File: src/rtl/ccff_bitstream_loader.sv
// Serialises host configuration words into a ccff chain, MSB first, while
// assembling the bits that fall out of the chain tail into readback words.
//
// state | meaning
// IDLE  | waiting for start after reset
// LOAD  | s_ready high, waiting for the next configuration word
// SHIFT | one chain bit per cycle from the word register
// DONE  | all CHAIN_LEN bits shifted; waiting for start
module ccff_bitstream_loader #(
  parameter int DATA_W    = 8,
  parameter int CHAIN_LEN = 50
) (
  input  logic              prog_clk,
  input  logic              pReset,
  input  logic              start,
  input  logic [DATA_W-1:0] s_data,
  input  logic              s_valid,
  output logic              s_ready,
  output logic              ccff_head,
  output logic              ccff_shift_en,
  input  logic              ccff_tail,
  output logic [DATA_W-1:0] rb_data,
  output logic              rb_valid,
  output logic              busy,
  output logic              done
);

  localparam int BCW = $clog2(CHAIN_LEN + 1);
  localparam int CW  = (DATA_W > 1) ? $clog2(DATA_W) : 1;
  localparam int PW  = $clog2(DATA_W + 1);

  typedef enum logic [1:0] {IDLE, LOAD, SHIFT, DONE} state_t;

  state_t            state, state_nx;
  logic [DATA_W-1:0] sreg;
  logic [DATA_W-1:0] rb_sr;
  logic [DATA_W-1:0] rb_next;
  logic [BCW-1:0]    bit_cnt;
  logic [CW-1:0]     sh_left;
  logic [PW-1:0]     pad;
  logic              last_bit;
  int                word_len;

  // Bits this word contributes: a full word, or whatever remains of the chain.
  always_comb begin
    word_len = CHAIN_LEN - int'(bit_cnt);
    if (word_len > DATA_W) word_len = DATA_W;
  end

  assign last_bit = (bit_cnt == BCW'(CHAIN_LEN - 1));
  assign rb_next  = {rb_sr[DATA_W-2:0], ccff_tail};

  always_ff @(posedge prog_clk) begin
    if (!pReset) state <= IDLE;
    else         state <= state_nx;
  end

  always_comb begin
    state_nx = state;
    case (state)
      IDLE, DONE: if (start)   state_nx = LOAD;
      LOAD:       if (s_valid) state_nx = SHIFT;
      SHIFT:      if (sh_left == '0) state_nx = last_bit ? DONE : LOAD;
      default:    state_nx = IDLE;
    endcase
  end

  always_ff @(posedge prog_clk) begin
    if (!pReset) begin
      sreg     <= '0;
      rb_sr    <= '0;
      rb_data  <= '0;
      rb_valid <= 1'b0;
      bit_cnt  <= '0;
      sh_left  <= '0;
      pad      <= '0;
    end else begin
      rb_valid <= 1'b0;
      case (state)
        IDLE, DONE: begin
          if (start) begin
            bit_cnt <= '0;
            rb_sr   <= '0;
            rb_data <= '0;
          end
        end
        LOAD: begin
          if (s_valid) begin
            sreg    <= s_data;
            sh_left <= CW'(word_len - 1);
            pad     <= PW'(DATA_W - word_len);
          end
        end
        SHIFT: begin
          sreg    <= {sreg[DATA_W-2:0], 1'b0};
          bit_cnt <= bit_cnt + BCW'(1);
          rb_sr   <= rb_next;
          if (sh_left == '0) begin
            // A short final word is left-aligned; the shift drops stale bits.
            rb_data  <= rb_next << pad;
            rb_valid <= 1'b1;
          end else begin
            sh_left <= sh_left - CW'(1);
          end
        end
        default: ;
      endcase
    end
  end

  assign s_ready       = (state == LOAD);
  assign ccff_shift_en = (state == SHIFT);
  assign ccff_head     = ccff_shift_en & sreg[DATA_W-1];
  assign busy          = (state == LOAD) || (state == SHIFT);
  assign done          = (state == DONE);

endmodule

File: config.mk
export PLATFORM = sky130hd
export DESIGN_NAME = ccff_bitstream_loader
export DESIGN_NICKNAME = d
export VERILOG_FILES = /design/src/rtl/ccff_bitstream_loader.sv
export SDC_FILE = /design/constraint.sdc
export NUM_CORES = 1
export LEC_CHECK = 0
export CORE_MARGIN = 4
export CORE_UTILIZATION = 50
export CTS_BUF_LIST = sky130_fd_sc_hd__clkbuf_8
export CTS_CLUSTER_SIZE = 28
export DETAILED_ROUTE_END_ITERATION = 8
export PLACE_DENSITY = 0.76
export SYNTH_ARGS = -nofsm -noshare
export SYNTH_HDL_FRONTEND = slang
export SYNTH_SLANG_ARGS = --single-unit
File: constraint.sdc
create_clock -name prog_clk -period 2.45 [get_ports prog_clk]
set_input_delay 0.49 -clock prog_clk [delete_from_list [all_inputs] [get_ports prog_clk]]
set_output_delay 0.49 -clock prog_clk [all_outputs]
set_load 0.02 [all_outputs]
==> impl_summary.log <==
[metrics] Worst Path Arrival: 2580 ps
[metrics] buffer levels on the longest clock path: 2
[metrics] number of cells in the finished layout apart from fillers: 343
[metrics] latest clock arrival within the worst-skew pair: 300 ps
[metrics] transition time at the pin with the least slew margin: 554 ps
[metrics] global-route wire length before repair: 8140 um
[metrics] ports placed on the boundary: 27
[metrics] Horiz. Die Dim: 75.2 um
[metrics] cell-by-cell trace of the critical path: ha_1 > xnor2_2 > a221oi_4 > and2_1 > o32ai_1 > nand2_1 > ha_1 > or4_1 > nand3_1
[metrics] via count: 1904
[metrics] kind of start point of the critical path: flop
[metrics] number of antenna violations at the first check in global routing: 0
[metrics] CTS tree: yes
[metrics] share of flip-flops with an asynchronous set or reset after synthesis: 0
[metrics] number of hold buffers added after CTS: 0
[metrics] run status: finished clean
[metrics] CTS H-tree lvls: 2
[metrics] first-iteration detailed-routing DRC count: 107
[metrics] ANT nets after route: 0
[metrics] antenna diode count: 0
[metrics] IO Port Bufs: 26
[metrics] vertical die dimension: 75.2 um
[metrics] shortest period the worst path allows: 2330 ps
[metrics] number of enable-type register cells in the synthesized netlist: 0
[metrics] initial core utilization: 0.518
[metrics] Avg Inst Size Synth: 8.74 um^2
[metrics] crit path buf inv count: 0
[metrics] Pwr per Cell Area: 485 nW/um^2
[metrics] clock-pin slew of the registers on the worst-case setup and hold paths: 80 ps
[metrics] endpoint type of the worst setup path: flop
[metrics] overall overflow remaining after global route: 0
[metrics] nets in the synthesized netlist: 282
[metrics] total routed wirelength: 4760 um
[metrics] Setup Crit Path Kind: flop to flop
[metrics] master cell of the clock root buffer: clkbuf_8
[metrics] fraction of layout instances using a drive strength above 1: 0.131
[metrics] flip-flop and latch count after synthesis: 39
[metrics] Hold/Removal Path Class: flop to flop
[metrics] setup skew after layout: 8.23 ps
[metrics] pin count of the biggest net entering global routing: 21
[metrics] Main synth FF type: dfxtp_1
[metrics] number of global-route vias before repair: 1814
[metrics] clock buffer count from CTS: 5
[metrics] DRC violation count after routing: 0
[metrics] cell area after technology mapping: 2250 um^2
[metrics] Max Cap Viol: 0
[metrics] family with the most delay on the worst path: simple AND/OR/NAND/NOR gates
[metrics] Final setup viols: 0
[metrics] f_max: 429 MHz
[metrics] fin crit share: 0.952
[metrics] min setup slack post-route: 117 ps
[metrics] register area share after synthesis: 0.346
[metrics] Synth cell types: 50
[metrics] number of nets in the layout: 314
[metrics] area added between synthesis and finish: 20.9%
[metrics] first-pass iteration count of the detailed router: 4
[metrics] cell with the largest stage delay on the worst path: or4_1
[metrics] Hold Fails Final Rpt: 0
[metrics] post-layout power: 1.32 mW
[metrics] Worst path most repeated cell: ha_1
[metrics] RD Place Congestion: 0.905
[metrics] Post-Place Cells: 334
[metrics] Yosys Warn Count: 0
[metrics] Overall Global Routing Usage: 0.184
[metrics] max_slew headroom: 0.630
[metrics] Sinks on Clock Net: 39
[metrics] Setup Slack @ Placement: 146 ps
[metrics] worst endpoint required time: 2690 ps
[metrics] final core area utilization: 0.626
[metrics] die footprint: 5650 um^2
[metrics] slowest cell delay on critical path: 520 ps
[metrics] Leak Pwr: 0.956 nW
[metrics] Final Slew Violations: 0
[metrics] Floorplan Core Area: 4350 um^2
[metrics] HPWL reported at the end of detailed placement: 3500 um
[metrics] top fanout value on the critical path: 3
[metrics] VDD IR max: 0.375 mV
[metrics] count of mapped cells out of synthesis: 258
[metrics] number of rows created at floorplan: 24
[metrics] Vias/cell: 5.55
[metrics] WL/cell: 13.9 um
==> where the power goes <==
| group | switching [mW] | internal [mW] | leakage, nW | total [mW] |
|---|---|---|---|---|
| clock network | 0.247 | 0.203 | 0.0443 | 0.451 |
| logic | 0.114 | 0.0865 | 0.596 | 0.201 |
| registers | 0.0151 | 0.656 | 0.316 | 0.671 |
==> cells in the final DEF (no fill, tap or decap), types with 8 or more instances in the layout <==
| master | netlist | final |
|---|---|---|
| a21oi_1 | 8 | 8 |
| dfxtp_1 | 39 | 39 |
| a22oi_1 | 15 | 15 |
| clkdlybuf4s50_1 | 0 | 26 |
| ha_1 | 11 | 11 |
| mux2i_1 | 14 | 14 |
| a211oi_1 | 9 | 9 |
| inv_1 | 13 | 13 |
| buf_4 | 1 | 14 |
| nor2_1 | 39 | 39 |
| nand2_1 | 21 | 21 |
==> worst register-to-register path, stage by stage, from the launching register on <==
cell	delay, ps
dfxtp_1	320
ha_1	250
xnor2_2	250
a221oi_4	90
and2_1	170
o32ai_1	250
nand2_1	130
ha_1	210
or4_1	520
nand3_1	80
==> synth_stat cells, types with 3 or more instances <==
library cell  number  area share
dfxtp_1           39        0.35
nor2_1            39       0.065
nand2_1           21       0.035
a22oi_1           15       0.050
mux2i_1           14       0.062
inv_1             13       0.022
ha_1              11       0.061
a211oi_1           9       0.030
a21oi_1            8       0.018
clkbuf_1           8       0.013
and2_1             5       0.014
nand2b_1           5       0.014
buf_2              4      0.0089
mux2_2             4       0.020
nand3_1            4      0.0089
o21a_1             4       0.013
o21ai_0            4      0.0089
xnor2_1            4       0.016
a211oi_2           3       0.017
mux4_2             3       0.030
nand4_1            3      0.0083
==> cell families after synthesis <==
kind of cell    synth area share
fa+ha+maj                 0.0610
mux                        0.112
buf+inv                   0.0555
xor+xnor                  0.0233
compound gates             0.219
flops                      0.346
simple gates               0.183
==> final timing paths <==
kind	startpoint	slack, ps	to	cells past startpoint
max	bit_cnt[0]$_SDFFE_PN0P_	120	pad[2]$_SDFFE_PN0P_	9
min	rb_data[4]$_SDFFE_PN0P_	460	rb_data[4]$_SDFFE_PN0P_	2
max reg2reg	bit_cnt[0]$_SDFFE_PN0P_	120	pad[2]$_SDFFE_PN0P_	9
min reg2reg	rb_data[4]$_SDFFE_PN0P_	460	rb_data[4]$_SDFFE_PN0P_	2
==> flip-flops by register name, indices dropped and copies added, names as in the netlist <==
register,count
pad,4
sreg,8
rb_data,8
bit_cnt,6
rb_valid,1
rb_sr,7
state,2
sh_left,3
==> what timing repair did <==
action	CTS	global route
setup buffers	0	1
gates resized for setup	0	2
endpoints found under the setup margin	0	2
endpoints found under the hold margin	0	0
==> per-layer routing <==
layer  wire [um]  vias to the layer above  global-route usage  share of wire
li1            -                      990                   -              -
met1        2150                      869               0.245           0.45
met2        2320                       38               0.295           0.49
met3         224                        7              0.0414          0.047
met4          61                        0              0.0641          0.013
met5           0                        -                   0              0
==> through the flow <==
stage          setup TNS (ps)  area (um^2)  hold WS (ps)
4_1_cts                     0         2710           464
3_3_place_gp                0         2610           445
2_1_floorplan               0         2260           457
3_5_place_dp                0         2610           452
5_1_grt              -0.00133         2730           490
6_report                    0         2730           461
==> cell type report <==
cell class / instances / area (um^2)
fillers: 382 / 1630
clock inverters: 3 / 25.0
flip-flops and latches: 39 / 781
clock buffers: 5 / 68.8
inverters: 14 / 52.6
well taps: 52 / 65.1
multi-input cells: 190 / 1370
repair buffers: 40 / 365
No activity file was read; power rests on OpenSTA's default activity.
